===== src/rtl/store_mem_controller_pkg.sv =====
// Shared definitions for the store memory controller: FSM encoding and a
// pointer-width helper used by the pairing FIFOs.
package mem_ctrl_pkg;

    typedef enum logic [1:0] {
        ST_RUN   = 2'd0,
        ST_DRAIN = 2'd1,
        ST_DONE  = 2'd2
    } mc_state_e;

    // Ceiling log2, used to size FIFO read/write pointers.
    function automatic int clog2_f(input int value);
        int result;
        result = 0;
        for (int i = 0; i < 31; i++) begin
            if ((32'd1 << i) < 32'(value)) begin
                result = i + 1;
            end else begin
                result = result;
            end
        end
        return result;
    endfunction

endpackage


===== src/rtl/store_mem_controller_fifo.sv =====
// Synchronous FIFO holding one side (address or data) of pending stores.
// Full/empty derive only from registered pointers with an extra wrap bit.
module mc_fifo
    import mem_ctrl_pkg::*;
#(
    parameter int WIDTH = 32,
    parameter int DEPTH = 4
) (
    input  logic             clk,
    input  logic             rst,
    input  logic             push_i,
    input  logic [WIDTH-1:0] push_data_i,
    input  logic             pop_i,
    output logic             full_o,
    output logic             empty_o,
    output logic [WIDTH-1:0] head_o
);

    localparam int AW = clog2_f(DEPTH);

    logic [WIDTH-1:0] mem_q [DEPTH];
    logic [AW:0]      wr_ptr_q;
    logic [AW:0]      wr_ptr_d;
    logic [AW:0]      rd_ptr_q;
    logic [AW:0]      rd_ptr_d;
    logic             push_s;
    logic             pop_s;

    assign full_o  = (wr_ptr_q[AW] != rd_ptr_q[AW]) &&
                     (wr_ptr_q[AW-1:0] == rd_ptr_q[AW-1:0]);
    assign empty_o = (wr_ptr_q == rd_ptr_q);
    assign head_o  = mem_q[rd_ptr_q[AW-1:0]];
    assign push_s  = push_i && !full_o;
    assign pop_s   = pop_i && !empty_o;

    // Pointer advance on accepted push/pop.
    always_comb begin
        wr_ptr_d = wr_ptr_q;
        rd_ptr_d = rd_ptr_q;
        if (push_s) begin
            wr_ptr_d = wr_ptr_q + {{AW{1'b0}}, 1'b1};
        end else begin
            wr_ptr_d = wr_ptr_q;
        end
        if (pop_s) begin
            rd_ptr_d = rd_ptr_q + {{AW{1'b0}}, 1'b1};
        end else begin
            rd_ptr_d = rd_ptr_q;
        end
    end

    // Pointer registers; reset empties the FIFO.
    always_ff @(posedge clk) begin
        if (rst) begin
            wr_ptr_q <= '0;
            rd_ptr_q <= '0;
        end else begin
            wr_ptr_q <= wr_ptr_d;
            rd_ptr_q <= rd_ptr_d;
        end
    end

    // Storage array; contents are only meaningful between the pointers.
    always_ff @(posedge clk) begin
        if (push_s) begin
            mem_q[wr_ptr_q[AW-1:0]] <= push_data_i;
        end
    end

endmodule


===== src/rtl/store_mem_controller.sv =====
// Pairs store addresses with store data in arrival order, commits them as
// single-cycle BRAM writes, and signals completion once all counted stores land.
module store_mem_controller
    import mem_ctrl_pkg::*;
#(
    parameter int DATA_TYPE  = 32,
    parameter int ADDR_TYPE  = 32,
    parameter int CTRL_TYPE  = 32,
    parameter int FIFO_DEPTH = 4
) (
    input  logic                 clk,
    input  logic                 rst,
    input  logic [CTRL_TYPE-1:0] ctrl,
    input  logic                 ctrl_valid,
    output logic                 ctrl_ready,
    input  logic                 ctrlEnd_valid,
    output logic                 ctrlEnd_ready,
    input  logic [ADDR_TYPE-1:0] addrIn,
    input  logic                 addrIn_valid,
    output logic                 addrIn_ready,
    input  logic [DATA_TYPE-1:0] dataIn,
    input  logic                 dataIn_valid,
    output logic                 dataIn_ready,
    output logic                 storeEn,
    output logic [ADDR_TYPE-1:0] storeAddr,
    output logic [DATA_TYPE-1:0] storeData,
    output logic                 memEnd_valid,
    input  logic                 memEnd_ready
);

    localparam logic signed [CTRL_TYPE:0] CNT_ONE = {{CTRL_TYPE{1'b0}}, 1'b1};

    mc_state_e              state_q;
    mc_state_e              state_d;
    logic signed [CTRL_TYPE:0] cnt_q;
    logic signed [CTRL_TYPE:0] cnt_d;
    logic                   store_en_q;
    logic                   store_en_d;
    logic [ADDR_TYPE-1:0]   store_addr_q;
    logic [ADDR_TYPE-1:0]   store_addr_d;
    logic [DATA_TYPE-1:0]   store_data_q;
    logic [DATA_TYPE-1:0]   store_data_d;
    logic                   mem_end_valid_q;
    logic                   mem_end_valid_d;

    logic                   addr_full_s;
    logic                   addr_empty_s;
    logic [ADDR_TYPE-1:0]   addr_head_s;
    logic                   data_full_s;
    logic                   data_empty_s;
    logic [DATA_TYPE-1:0]   data_head_s;
    logic                   commit_s;
    logic                   ctrl_fire_s;

    assign addrIn_ready  = !addr_full_s;
    assign dataIn_ready  = !data_full_s;
    assign ctrl_ready    = (state_q != ST_DONE);
    assign ctrlEnd_ready = (state_q == ST_RUN);
    assign storeEn       = store_en_q;
    assign storeAddr     = store_addr_q;
    assign storeData     = store_data_q;
    assign memEnd_valid  = mem_end_valid_q;

    assign commit_s    = !addr_empty_s && !data_empty_s;
    assign ctrl_fire_s = ctrl_valid && ctrl_ready;

    mc_fifo #(.WIDTH(ADDR_TYPE), .DEPTH(FIFO_DEPTH)) u_addr_fifo (
        .clk         (clk),
        .rst         (rst),
        .push_i      (addrIn_valid),
        .push_data_i (addrIn),
        .pop_i       (commit_s),
        .full_o      (addr_full_s),
        .empty_o     (addr_empty_s),
        .head_o      (addr_head_s)
    );

    mc_fifo #(.WIDTH(DATA_TYPE), .DEPTH(FIFO_DEPTH)) u_data_fifo (
        .clk         (clk),
        .rst         (rst),
        .push_i      (dataIn_valid),
        .push_data_i (dataIn),
        .pop_i       (commit_s),
        .full_o      (data_full_s),
        .empty_o     (data_empty_s),
        .head_o      (data_head_s)
    );

    // Write port and pending-store count; count may go negative when stores
    // arrive ahead of their block's ctrl token.
    always_comb begin
        store_en_d   = commit_s;
        store_addr_d = store_addr_q;
        store_data_d = store_data_q;
        cnt_d        = cnt_q;
        if (commit_s) begin
            store_addr_d = addr_head_s;
            store_data_d = data_head_s;
        end else begin
            store_addr_d = store_addr_q;
            store_data_d = store_data_q;
        end
        if (ctrl_fire_s) begin
            cnt_d = cnt_d + $signed({1'b0, ctrl});
        end else begin
            cnt_d = cnt_d;
        end
        if (commit_s) begin
            cnt_d = cnt_d - CNT_ONE;
        end else begin
            cnt_d = cnt_d;
        end
    end

    // Completion FSM; the drain check uses the updated count so a ctrl token
    // arriving alongside ctrlEnd is already included.
    always_comb begin
        state_d = state_q;
        case (state_q)
            ST_RUN: begin
                if (ctrlEnd_valid) begin
                    state_d = ST_DRAIN;
                end else begin
                    state_d = ST_RUN;
                end
            end
            ST_DRAIN: begin
                if ((cnt_d == '0) && addr_empty_s && data_empty_s && !commit_s) begin
                    state_d = ST_DONE;
                end else begin
                    state_d = ST_DRAIN;
                end
            end
            ST_DONE: begin
                if (memEnd_ready) begin
                    state_d = ST_RUN;
                end else begin
                    state_d = ST_DONE;
                end
            end
            default: begin
                state_d = ST_RUN;
            end
        endcase
        mem_end_valid_d = (state_d == ST_DONE);
    end

    // State and output registers.
    always_ff @(posedge clk) begin
        if (rst) begin
            state_q         <= ST_RUN;
            cnt_q           <= '0;
            store_en_q      <= 1'b0;
            store_addr_q    <= '0;
            store_data_q    <= '0;
            mem_end_valid_q <= 1'b0;
        end else begin
            state_q         <= state_d;
            cnt_q           <= cnt_d;
            store_en_q      <= store_en_d;
            store_addr_q    <= store_addr_d;
            store_data_q    <= store_data_d;
            mem_end_valid_q <= mem_end_valid_d;
        end
    end

endmodule


===== config.mk =====
export PLATFORM = sky130hd
export DESIGN_NAME = store_mem_controller
export DESIGN_NICKNAME = d
export VERILOG_FILES = /design/src/rtl/store_mem_controller_pkg.sv /design/src/rtl/store_mem_controller_fifo.sv /design/src/rtl/store_mem_controller.sv
export SDC_FILE = /design/constraint.sdc
export NUM_CORES = 1
export LEC_CHECK = 0
export BUFFER_PORTS_ARGS = -buffer_cell sky130_fd_sc_hd__buf_2
export CAP_MARGIN = 0
export CORE_MARGIN = 8
export CORE_UTILIZATION = 64
export CTS_CLUSTER_DIAMETER = 100
export DETAILED_ROUTE_END_ITERATION = 7
export GPL_ROUTABILITY_DRIVEN = 0
export PLACE_DENSITY = 0.86
export SLEW_MARGIN = 15
export SYNTH_ARGS = -nofsm -noshare
export SYNTH_HDL_FRONTEND = slang
export SYNTH_SLANG_ARGS = --single-unit

===== constraint.sdc =====
create_clock -name clk -period 11.5 [get_ports clk]
set_input_delay 0.575 -clock clk [delete_from_list [all_inputs] [get_ports clk]]
set_output_delay 0.575 -clock clk [all_outputs]
set_load 0.005 [all_outputs]

* Word level (Yosys, flattened, before mapping)
Memories as Yosys holds them, arrays and structs flattened. A register that Yosys moved wholly into a read port is not among the register bits. Index checks and enable logic that the tools add are counted.
Cells by class: $add $sub $neg 6, equal/unequal tests 10, mux-type cells 10, reduce and logical (&&, ||, !) cells 18
Operators with widths (number):
- 33-bit 2-to-1 mux | 2
- 33-bit adder | 1
- 33-bit zero test | 1
- 33-bit by 2-bit subtractor with 33-bit output, second input constant | 1
- 3-bit by 1-bit adder with 3-bit output, second input constant | 4
- 1-bit logical AND | 11
- 3-bit equality test | 2
- 2-bit case mux with 3 select lines | 1
- 1-bit zero test | 5
- 1-bit 2-to-1 mux | 5
- 2-bit equality test | 2
- 2-bit equality test, second input constant | 2
- 2-bit 2-to-1 mux | 2
- 2-bit by 1-bit equality test with 1-bit output, second input constant | 1
- 2-bit zero test | 1
- 1-bit inequality test | 2
- 2-bit inequality test, second input constant | 1
Word-level totals: register bits 49, memory bits (writable) 256, input bits 103, output and inout port bits 70, logic and storage cells 54, memories kept 2
Memory list:
- u_addr_fifo.mem_q | words 4, bits a word 32, rd ports 1, clocked after Yosys merged registers in 1, wr ports 1, RTL line store_mem_controller_fifo.sv:21 | logic [WIDTH-1:0] mem_q [DEPTH];
- u_data_fifo.mem_q | words 4, bits a word 32, rd ports 1, clocked after Yosys merged registers in 1, wr ports 1, RTL line store_mem_controller_fifo.sv:21

* Logic depth before layout (Yosys ltp)
Gate-level depths: netlist (run 1).
depth in word-level cells 12, gate-level depth with buffers 22

* Hierarchy
From an unflattened synthesis (run 1), not the netlist that was laid out.
Second synthesis, totals: cells, all modules 1384, area, all modules 17216.5 um^2
By module, submodules not included:
- mc_fifo | instances 2, cells each 235, area each 5177.5 um^2
- store_mem_controller | instances 1, cells each 914, area each 6861.6 um^2

* Worst setup path after synthesis (run 1)
No wires, ideal clock.
path type input port to flip-flop, start point input ctrl_valid, end point register mem_end_valid_q (netlist: memEnd_valid), arrival time 5.134 ns, data required time 11.384 ns, path slack 6.251 ns, cell stages on the path 20, path buffers 7, path through clkbuf_1 -> nand2_1 -> clkbuf_1 -> buf_1 -> clkbuf_1 -> clkbuf_1 -> clkbuf_1 -> mux2i_1 -> ha_1 -> inv_1 -> nor4_4 -> nand2_2 -> nor4_4 -> nand4_2 -> or2_1 -> buf_6 -> o21a_1 -> o311ai_0 -> nor4_2 -> a31o_1
Between the ends: longest elaborated chain between the ends 11
Ends and longest elaborated chain:
- start: declaration | RTL line store_mem_controller.sv:14 | input logic ctrl_valid,
- 1-bit logical AND * | RTL line store_mem_controller.sv:65 | assign ctrl_fire_s = ctrl_valid && ctrl_ready;
- 33-bit 2-to-1 mux * | RTL line store_mem_controller.sv:103 | if (ctrl_fire_s) begin
- 33-bit by 2-bit subtractor with 33-bit output | RTL line store_mem_controller.sv:109 | cnt_d = cnt_d - CNT_ONE;
- 33-bit 2-to-1 mux * | RTL line store_mem_controller.sv:108 | if (commit_s) begin
- 33-bit zero test * | RTL line store_mem_controller.sv:128 | if ((cnt_d == '0) && addr_empty_s && data_empty_s && !commit_s) begin
- 1-bit logical AND * (3 in series) | RTL line store_mem_controller.sv:128
- 2-bit 2-to-1 mux * | RTL line store_mem_controller.sv:128
- 2-bit case mux with 3 select lines * | RTL line store_mem_controller.sv:119 | case (state_q)
- 2-bit equality test * | RTL line store_mem_controller.sv:145 | mem_end_valid_d = (state_d == ST_DONE);
- end signal: assignment | RTL line store_mem_controller.sv:163 | mem_end_valid_q <= mem_end_valid_d;
- end: declaration | RTL line store_mem_controller.sv:43 | logic mem_end_valid_q;
Mark *: on every way between the ends. The rest lies on a longest branch, timed or not. A chain may end at the register's enable or synchronous reset.

* Worst setup path in the final report (run 1)
start point register cnt_q[6], end point register state_q[0]
Between the ends: longest elaborated chain between the ends 10
Ends and longest elaborated chain:
- start: declaration | RTL line store_mem_controller.sv:35 | logic signed [CTRL_TYPE:0] cnt_q;
- start signal: assignment | RTL line store_mem_controller.sv:159 | cnt_q <= cnt_d;
- 33-bit adder | RTL line store_mem_controller.sv:104 | cnt_d = cnt_d + $signed({1'b0, ctrl});
- 33-bit 2-to-1 mux * | RTL line store_mem_controller.sv:103
- 33-bit by 2-bit subtractor with 33-bit output | RTL line store_mem_controller.sv:109
- 33-bit 2-to-1 mux * | RTL line store_mem_controller.sv:108
- 33-bit zero test * | RTL line store_mem_controller.sv:128
- 1-bit logical AND * (3 in series) | RTL line store_mem_controller.sv:128
- 2-bit 2-to-1 mux * | RTL line store_mem_controller.sv:128
- 2-bit case mux with 3 select lines * | RTL line store_mem_controller.sv:119
- end signal: assignment | RTL line store_mem_controller.sv:158 | state_q <= state_d;
- end: declaration | RTL line store_mem_controller.sv:33 | mc_state_e state_q;
Marked as above.

==> flow_summary.json, run 1 <==
{
  "crit_path_slowest_cell": "sky130_fd_sc_hd__nor4b_1",
  "postRouteAntennaNets": 0,
  "post_cts.repair.setup_buffers": 0,
  "num-nets-final": 1609,
  "post_drt_wl_per_cell_um": 21.2,
  "critPathArrivalTime_ns": 4.85,
  "syn_area_sq_um": 16600,
  "power.ir.vdd_worst_mv": 0.180,
  "clk_latency_ns": 0.51,
  "drt-total-wl_um": 38800,
  "tns_ns": 0,
  "post_drt_via_cell_ratio": 6.31,
  "post_route_cells_drive_above_1_share_pct": 22.0,
  "number_of_nets_in_the_synthesized_netlist": 1457,
  "die_y_um": 177,
  "cp.buffers_inverters": 0,
  "routed-via-count": 11500,
  "timing.final.max_slew_violations": 0,
  "initial_utilization_pct": 64.5,
  "cts.sinks": 369,
  "maximum_clock_rate_mhz": 223,
  "unique_cell_type_count_in_the_yosys_netlist": 78,
  "syn_area_per_cell_sq_um": 12.7,
  "grt.total_usage_pct": 24.3,
  "leakagePower_uw": 0.00679,
  "crit_type": "reg -> reg",
  "max-clock-path-buffers": 3,
  "critical_path.endpoint_type": "register",
  "worstPathRequired_ns": 11.87,
  "worstPathCellList": "ha_1 -> a21oi_1 -> o21a_1 -> o221a_2 -> mux2i_1 -> nand3_1 -> or3_1 -> nor4b_1 -> o2111ai_1 -> xor2_1 -> o311ai_0 -> nor4_2 -> a21oi_1",
  "clk_transition_reported_paths_ns": 0.06,
  "drcViolationCount": 0,
  "areaGrowthSynthToFinish_pct": 13.4,
  "synth_cells": 1310,
  "critical-path-top-cell-by-count": "sky130_fd_sc_hd__a21oi_1",
  "synth-edff-count": 256,
  "die_area_sq_um": 31400,
  "synth_flop_cell": "sky130_fd_sc_hd__edfxtp_1",
  "critPathTopFamily": "simple AND/OR/NAND/NOR gates",
  "mostFrequentLayoutCell": "sky130_fd_sc_hd__edfxtp_1",
  "ys_async_sr_fraction_pct": 0,
  "grt_setup_unrepaired": "no",
  "tightestPinTransition_ns": 0.826,
  "chipWidth_um": 177,
  "totalPowerFinal_uw": 3950,
  "slew_headroom_pct": 44.9,
  "dpl.hpwl_um": 24900,
  "core_area_sq_um": 25800,
  "synthesis_warnings": 0,
  "cts_tree": "yes",
  "layout_worst_path_cycle_share_pct": 38.9,
  "max_cap_viol_count": 0,
  "port_buffers": 172,
  "ffs_latches_synth": 369,
  "cts_root_buf": "sky130_fd_sc_hd__clkbuf_16",
  "grt_remaining_overflow": 0,
  "finalClockSkew_ns": 0.0211,
  "initialDrtViolationCount": 1210,
  "timing_hold_violations_final": 0,
  "post-place-cells": 1760,
  "first_global_vias": 11300,
  "layout_min_cycle_time_ns": 4.48,
  "cts-buffers-inserted": 35,
  "status": "completed",
  "hold_bufs_inserted_after_cts": 0,
  "crit_path_start_kind": "register",
  "max_stage_delay_ns": 0.55,
  "hold_path_class": "in -> reg",
  "synth-seq-area-share_pct": 59.9,
  "powerDensity_nw_per_um2": 210,
  "final_cell_count_no_fill": 1829,
  "postCtsResizedCells": 0,
  "maximum_number_of_pins_on_one_net_before_global_route_repair": 68,
  "wire_length_of_the_first_global_routing_pass_um": 60300,
  "critical_path.max_fanout": 8,
  "most-common-layout-cells": "256 x sky130_fd_sc_hd__edfxtp_1, 180 x sky130_fd_sc_hd__nand2_1, 171 x sky130_fd_sc_hd__buf_2, 117 x sky130_fd_sc_hd__a21oi_1, 111 x sky130_fd_sc_hd__dfxtp_1",
  "ctsHtreeMaxLevel": 2,
  "number_of_antenna_violations_at_the_first_check_in_global_routing": 8,
  "io-pin-count": 173,
  "first_pass_iters": 8,
  "setup_viol": 0,
  "floorplan.rows": 59
}
path summary, 6_finish.rpt:
path | slack, ns | cells past startpoint | from | end
max | 7.02 | 13 | cnt_q[6] | state_q[0]
min | 0.28 | 1 | dataIn[19] | u_data_fifo.mem_q[1][19]
max reg2reg | 7.02 | 13 | cnt_q[6] | state_q[0]
min reg2reg | 0.46 | 2 | storeData[15] | storeData[15]
power breakdown:
group	switching [uW]	internal [uW]
clock	466	637
combinational	704	483
sequential	87.7	1570
total	1260	2690
cell families (layout without fill, tap and decap cells):
family                   after synthesis  after routing  synth area share (%)
buffers and inverters                 87            264                  2.18
multiplexers                          80             80                  9.67
flip-flops                           369            369                  59.9
AND/OR/NAND/NOR                      418            418                  12.1
other                                  0              7                     0
AO/OA/AOI/OAI                        254            254                  9.79
XOR/XNOR                              58             58                  3.06
adder cells (fa/ha/maj)               44             44                  3.36
worst register-to-register path, cell delays in order, from the launching register on:
cell and delay, ns:
sky130_fd_sc_hd__dfxtp_1 0.44, sky130_fd_sc_hd__ha_1 0.36, sky130_fd_sc_hd__a21oi_1 0.44, sky130_fd_sc_hd__o21a_1 0.21, sky130_fd_sc_hd__o221a_2 0.22, sky130_fd_sc_hd__mux2i_1 0.41, sky130_fd_sc_hd__nand3_1 0.18, sky130_fd_sc_hd__or3_1 0.40
sky130_fd_sc_hd__nor4b_1 0.55, sky130_fd_sc_hd__o2111ai_1 0.22, sky130_fd_sc_hd__xor2_1 0.24, sky130_fd_sc_hd__o311ai_0 0.18, sky130_fd_sc_hd__nor4_2 0.37, sky130_fd_sc_hd__a21oi_1 0.11
flip-flops by register name, summed over array words and instances (netlist names):
register              flops
u_addr_fifo.mem_q       128
u_data_fifo.mem_q       128
cnt_q                    33
storeAddr                32
storeData                32
u_addr_fifo.rd_ptr_q      3
u_addr_fifo.wr_ptr_q      3
u_data_fifo.rd_ptr_q      3
u_data_fifo.wr_ptr_q      3
state_q                   2
memEnd_valid              1
storeEn                   1
metrics by stage:
step	utilization, %	worst slack (ns)	hold WS [ns]	cell area [sq um]
6_report	73.1	7.02	0.278	18800
5_1_grt	73.1	6.61	0.268	18800
3_3_place_gp	68.8	6.96	0.439	17700
4_1_cts	73.1	7.08	0.255	18800
2_1_floorplan	-	6.25	0.453	16600
3_5_place_dp	68.8	6.84	0.444	17700
Yosys cell counts (21+ instances only):
cell type / n / area (sq um)
sky130_fd_sc_hd__clkbuf_1: 55 / 206
sky130_fd_sc_hd__dfxtp_1: 113 / 2260
sky130_fd_sc_hd__edfxtp_1: 256 / 7690
sky130_fd_sc_hd__nor3_1: 24 / 120
sky130_fd_sc_hd__o21ai_0: 29 / 145
sky130_fd_sc_hd__xor2_1: 25 / 219
sky130_fd_sc_hd__nand2_1: 180 / 676
sky130_fd_sc_hd__ha_1: 43 / 538
sky130_fd_sc_hd__nand4_1: 24 / 150
sky130_fd_sc_hd__nor2_1: 84 / 315
sky130_fd_sc_hd__mux4_2: 64 / 1440
sky130_fd_sc_hd__a21oi_1: 117 / 586
sky130_fd_sc_hd__xnor2_1: 33 / 289
sky130_fd_sc_hd__nand3_1: 21 / 105
layout make-up:
type	count	area [sq um]
tap	335	419
timing repair buffer	188	983
antenna	7	17.5
fill	1602	6920
inverter	14	52.6
sequential	369	9950
multi-input combinational	854	6310
clock inverter	13	138
clock buffer	49	968
routing by layer:
| layer | GRT usage [%] | vias to the layer above | wire length, um |
|---|---|---|---|
| li1 | - | 5257 | - |
| met1 | 30.4 | 5543 | 14900 |
| met2 | 41.9 | 629 | 19600 |
| met3 | 3.88 | 101 | 3120 |
| met4 | 9.11 | 6 | 1250 |
| met5 | 0 | - | 36 |
No activity file was read; power rests on OpenSTA's default activity.
==> run 2: changes to the inputs <==
Settings changed: CORE_UTILIZATION 64 to 59, PLACE_DENSITY 0.86 to 0.8.
Clock period 11.5 ns to 4.15 ns, I/O delays scaled along.
==> run 2 against run 1 <==
Effect of this change: via count is 3.9% higher; die area is 7.7% higher; sequential power rose to 2.8 times the previous value; global-route usage increased by 0.42 points; clock power rose to 3.0 times the previous value; combinational power grew to 3.0 times the previous value; cell count is 7.9% higher; critical path type unchanged.
==> flow_summary.json, run 2 (synthesis gave the netlist of run 1 again) <==
{
  "post-place-cells": 1833,
  "critical_path.endpoint_type": "register",
  "most-common-layout-cells": "256 x sky130_fd_sc_hd__edfxtp_1, 179 x sky130_fd_sc_hd__nand2_1, 171 x sky130_fd_sc_hd__buf_2, 113 x sky130_fd_sc_hd__a21oi_1, 111 x sky130_fd_sc_hd__dfxtp_1",
  "tightestPinTransition_ns": 0.876,
  "max-clock-path-buffers": 3,
  "slew_headroom_pct": 41.6,
  "postRouteAntennaNets": 0,
  "final_cell_count_no_fill": 1973,
  "cts-buffers-inserted": 35,
  "ctsHtreeMaxLevel": 2,
  "die_area_sq_um": 33800,
  "grt_remaining_overflow": 0,
  "critical_path.max_fanout": 7,
  "drt-total-wl_um": 42900,
  "timing.final.max_slew_violations": 0,
  "cts_root_buf": "sky130_fd_sc_hd__clkbuf_16",
  "port_buffers": 172,
  "initialDrtViolationCount": 1146,
  "hold-worst-slack_ns": 0.119,
  "critPathArrivalTime_ns": 4.39,
  "layout_min_cycle_time_ns": 4.00,
  "chipWidth_um": 184,
  "die_y_um": 184,
  "routed-via-count": 12000,
  "first_pass_iters": 5,
  "final_critical_path_setup_slack_ns": 0.150,
  "place_worst_setup_slack_ns": 0.0496,
  "worstPathRequired_ns": 4.54,
  "crit_type": "reg -> reg",
  "fin_area_sq_um": 20100,
  "first_global_vias": 12200,
  "setup_viol": 0,
  "number_of_antenna_violations_at_the_first_check_in_global_routing": 3,
  "mostFrequentLayoutCell": "sky130_fd_sc_hd__edfxtp_1",
  "wire_length_of_the_first_global_routing_pass_um": 65800,
  "post_drt_wl_per_cell_um": 21.7,
  "hold_path_class": "in -> reg",
  "dpl.hpwl_um": 25300,
  "timing_hold_violations_final": 0,
  "layout_worst_path_cycle_share_pct": 96.4,
  "placed_area_sq_um": 18000,
  "cts_tree": "yes",
  "io-pin-count": 173,
  "leakagePower_uw": 0.00729,
  "post_route_cells_drive_above_1_share_pct": 24.9,
  "floorplan.rows": 61,
  "cts.sinks": 369,
  "maximum_clock_rate_mhz": 250,
  "drcViolationCount": 0,
  "powerDensity_nw_per_um2": 572,
  "post_drt_via_cell_ratio": 6.07,
  "initial_utilization_pct": 59.8,
  "num-nets-final": 1711,
  "clk_transition_reported_paths_ns": 0.06,
  "status": "completed",
  "final_core_utilization_pct": 72.2,
  "core_area_sq_um": 27800,
  "crit_path_start_kind": "register",
  "grt.total_usage_pct": 24.7,
  "finalClockSkew_ns": 0.0287,
  "maximum_number_of_pins_on_one_net_before_global_route_repair": 77,
  "max_cap_viol_count": 0,
  "areaGrowthSynthToFinish_pct": 20.7,
  "clk_latency_ns": 0.51,
  "power.ir.vdd_worst_mv": 0.657
}
[run 2: changes by cell type in the layout (fill, tap and decap cells not counted), moves of 4 or more]
| cell | previous run | this run |
|---|---|---|
| sky130_fd_sc_hd__buf_4 | 17 | 53 |
| sky130_fd_sc_hd__dlygate4sd3_1 | 0 | 65 |
| sky130_fd_sc_hd__clkbuf_1 | 10 | 5 |
| sky130_fd_sc_hd__a21oi_1 | 117 | 113 |
| sky130_fd_sc_hd__a21oi_2 | 0 | 4 |
| sky130_fd_sc_hd__clkinv_2 | 3 | 7 |
[run 2: report_power, final]
part           internal, uW  switching (uW)
Combinational          1520            2070
Clock                  1900            1370
Sequential             4350             257
Total                  7770            3700
[run 2: layout make-up]
cell class / count / area (sq um)
sequential: 369 / 9950
antenna: 4 / 10.0
inverter: 14 / 52.6
fill: 1819 / 7730
multi-input combinational: 854 / 6460
tap: 378 / 473
timing repair buffer: 290 / 1920
clock buffer: 46 / 1000
clock inverter: 18 / 180
[run 2: critical path, cell delays in order, from the launching register on]
cell and delay (ns):
sky130_fd_sc_hd__dfxtp_1 0.33, sky130_fd_sc_hd__ha_2 0.20, sky130_fd_sc_hd__inv_1 0.06, sky130_fd_sc_hd__fa_1 0.41, sky130_fd_sc_hd__nor2b_2 0.14, sky130_fd_sc_hd__o2111ai_1 0.16, sky130_fd_sc_hd__buf_4 0.20, sky130_fd_sc_hd__a2111o_1 0.45
sky130_fd_sc_hd__nand4b_1 0.16, sky130_fd_sc_hd__xnor2_1 0.18, sky130_fd_sc_hd__a31o_2 0.22, sky130_fd_sc_hd__nand4_2 0.16, sky130_fd_sc_hd__or2_4 0.34, sky130_fd_sc_hd__o21a_1 0.23, sky130_fd_sc_hd__o311ai_2 0.34, sky130_fd_sc_hd__nor4_4 0.10
sky130_fd_sc_hd__a31o_1 0.22
[run 2: final timing paths]
path	slack, ns	start	to	cells after the start
max	0.15	cnt_q[0]	memEnd_valid	16
min	0.12	memEnd_ready	state_q[1]	3
max reg2reg	0.15	cnt_q[0]	memEnd_valid	16
min reg2reg	0.45	storeData[31]	storeData[31]	2
[run 2: timing repair]
item	4_1_cts	5_1_grt
setup buffers	0	7
setup endpoints to repair	0	4
hold buffers	65	0
gates resized for setup	0	27
endpoints found under the hold margin	257	0
[run 2: layer usage]
layer | track usage [%] | routed length, um | up-vias
met1 | 30.2 | 16300 | 5818
met5 | 0 | 0 | -
met3 | 3.93 | 3280 | 86
li1 | - | - | 5472
met2 | 43.7 | 22000 | 606
met4 | 9.00 | 1240 | 0
[run 2: through the flow]
step	setup TNS [ns]	total power [uW]
after floorplan	0	6990
after global routing	-0.214	12000
after global placement	0	7940
after CTS	0	11300
final	0	11500
after detailed placement	0	8030
==> run 3: changes to the inputs <==
==> constraint.sdc (replaced) <==
create_clock -name clk -period 4.15 [get_ports clk]
set_input_delay 0.6225 -clock clk [delete_from_list [all_inputs] [get_ports clk]]
set_output_delay 0.6225 -clock clk [all_outputs]
set_load 0.005 [all_outputs]
==> run 3 against run 2 <==
Effect of this change: flip-flop and latch count stayed put; critical path depth is 2 lower; utilization is 0.50 points lower; die area stayed put; critical endpoint unchanged; largest power group unchanged.
==> flow_summary.json, run 3 (synthesis gave the netlist of run 1 again) <==
{
  "internal-power_uw": 7830,
  "fin_area_sq_um": 19900,
  "ff2ff_path_depth": 14,
  "hold_path_class": "in -> reg",
  "setup_viol": 0,
  "worstPathRequired_ns": 4.59,
  "io-pin-count": 173,
  "clock_power_share_pct": 26.5,
  "post_drt_wl_per_cell_um": 20.3,
  "areaGrowthSynthToFinish_pct": 19.8,
  "timing_hold_violations_final": 0,
  "most-common-layout-cells": "256 x sky130_fd_sc_hd__edfxtp_1, 179 x sky130_fd_sc_hd__nand2_1, 171 x sky130_fd_sc_hd__buf_2, 137 x sky130_fd_sc_hd__buf_4, 115 x sky130_fd_sc_hd__a21oi_1",
  "power.share.combinational_pct": 33.4,
  "leakagePower_uw": 0.00739,
  "place_worst_setup_slack_ns": -0.216,
  "top_signal_layer_used": "met5",
  "finalClockSkew_ns": 0.0227,
  "worstHoldEndpoint": "u_data_fifo.mem_q[1][16]",
  "grt.total_usage_pct": 23.4,
  "dpl.hpwl_um": 27100,
  "number_of_antenna_violations_at_the_first_check_in_global_routing": 8,
  "routed-via-count": 11900,
  "mostFrequentLayoutCell": "sky130_fd_sc_hd__edfxtp_1",
  "timing.final.max_slew_violations": 0,
  "tightestPinTransition_ns": 0.922,
  "final_cell_count_no_fill": 1989,
  "cts-buffers-inserted": 35,
  "die_y_um": 184,
  "critPathArrivalTime_ns": 4.45,
  "num-nets-final": 1729,
  "layout_min_cycle_time_ns": 4.01,
  "final_critical_path_setup_slack_ns": 0.137,
  "max-clock-path-buffers": 3,
  "power.ir.vdd_worst_mv": 0.458,
  "drcViolationCount": 0,
  "initialDrtViolationCount": 900,
  "initial_utilization_pct": 59.8,
  "crit_path_start_kind": "register",
  "first_pass_iters": 5,
  "maximum_number_of_pins_on_one_net_before_global_route_repair": 84,
  "tns_ns": 0,
  "post-place-cells": 1919,
  "worstPathCellList": "ha_1 -> a21oi_1 -> o21a_1 -> o221a_2 -> mux2i_1 -> nand3_1 -> or3_1 -> nor4b_1 -> buf_4 -> o2111ai_1 -> xor2_1 -> o311ai_2 -> nor4_4 -> a31o_1",
  "netSwitchingPower_uw": 3620,
  "crit_path_slowest_cell": "sky130_fd_sc_hd__dfxtp_1",
  "post_drt_via_cell_ratio": 5.96,
  "hold_path_depth": 1,
  "wl_met3_um": 2280,
  "worstReg2RegEnd": "memEnd_valid",
  "grt_remaining_overflow": 0,
  "core_area_sq_um": 27800,
  "power_frac_seq_pct": 40.1,
  "n_fill_cell": 1869,
  "multiInputGateArea_sq_um": 6450,
  "floorplan.rows": 61,
  "max_cap_viol_count": 0,
  "ctsHtreeMaxLevel": 2,
  "cp.buffers_inverters": 1,
  "wl_met1_um": 16500,
  "critical_path.endpoint_type": "register",
  "clk_latency_ns": 0.52,
  "die_area_sq_um": 33800,
  "placed_area_sq_um": 18700,
  "dr_wl_met2_um": 20400,
  "critical_path.max_fanout": 4,
  "critPathTopFamily": "compound AO/OA/AOI/OAI gates",
  "layout_worst_path_cycle_share_pct": 96.7,
  "register_area_sq_um": 9950,
  "reg2reg_setup_slack_ns": 0.14,
  "postRouteAntennaNets": 0,
  "powerDensity_nw_per_um2": 575,
  "drt-total-wl_um": 40400,
  "r2r_start": "cnt_q[6]",
  "holdCritStartpoint": "dataIn[16]",
  "chipWidth_um": 184,
  "cts_root_buf": "sky130_fd_sc_hd__clkbuf_16",
  "max_stage_delay_ns": 0.41,
  "crit_type": "reg -> reg",
  "hold-worst-slack_ns": 0.322,
  "clk_transition_reported_paths_ns": 0.07,
  "first_global_vias": 12000,
  "slew_headroom_pct": 38.5,
  "status": "completed",
  "hold_bufs_inserted_after_cts": 0,
  "post_route_cells_drive_above_1_share_pct": 28.9,
  "maximum_clock_rate_mhz": 249,
  "cts_tree": "yes",
  "cts.sinks": 369,
  "port_buffers": 172,
  "power_switching_share_pct": 31.6,
  "wire_length_of_the_first_global_routing_pass_um": 62900
}
## run 3: cell count changes in the layout (fill, tap and decap cells not counted), moves of 3 or more
| cell | before | now |
|---|---|---|
| sky130_fd_sc_hd__buf_4 | 53 | 137 |
| sky130_fd_sc_hd__clkbuf_1 | 5 | 12 |
| sky130_fd_sc_hd__clkinv_2 | 7 | 4 |
| sky130_fd_sc_hd__dlygate4sd3_1 | 65 | 0 |
## run 3: final cells by class
class | instances | share of cell area, %
Inverter | 14 | 0.264
Clock buffer | 50 | 4.83
Timing Repair Buffer | 308 | 9.46
Tap cell | 378 | 2.38
Multi-Input combinational cell | 854 | 32.4
Antenna cell | 3 | 0.0377
Sequential cell | 369 | 50.0
Clock inverter | 13 | 0.660
## run 3: worst max-delay path by stage
stage / startpoint / end / slack (ns) / cells past startpoint
2_1_floorplan: ctrl_valid / memEnd_valid / 0.01 / 19
3_3_place_gp: ctrl[1] / memEnd_valid / -0.18 / 15
3_5_place_dp: ctrl[0] / memEnd_valid / -0.22 / 18
4_1_cts: cnt_q[0] / memEnd_valid / 0.13 / 15
5_1_grt: cnt_q[0] / memEnd_valid / -0.06 / 16
6_report: cnt_q[6] / memEnd_valid / 0.14 / 14
## run 3: per-layer routing
layer  global-route usage [%]  vias to the layer above
met5                        0                        -
met4                     8.62                       10
met3                     3.75                       99
met2                     39.9                      450
met1                     29.8                     5810
li1                         -                     5489
## run 3: power groups by stage
stage / Sequential [uW] / Clock (uW) / Combinational, uW
finish: 4590 / 3040 / 3820
floorplan: 4600 / 0 / 2400
CTS: 4580 / 3080 / 3760
global placement: 4630 / 0 / 3630
global route: 4620 / 3210 / 4170
detailed placement: 4650 / 0 / 3730
## run 3: stage by stage
step	util, %	power (uW)
global route	71.7	12000
detailed placement	67.2	8380
global placement	67.2	8260
CTS	71.2	11400
finish	71.7	11500
floorplan	-	6990
## run 3: repair_timing
item / 4_1_cts / 5_1_grt
setup buffers: 0 / 4
endpoints found under the hold margin: 0 / 0
gates resized for setup: 0 / 21
endpoints found under the setup margin: 0 / 5
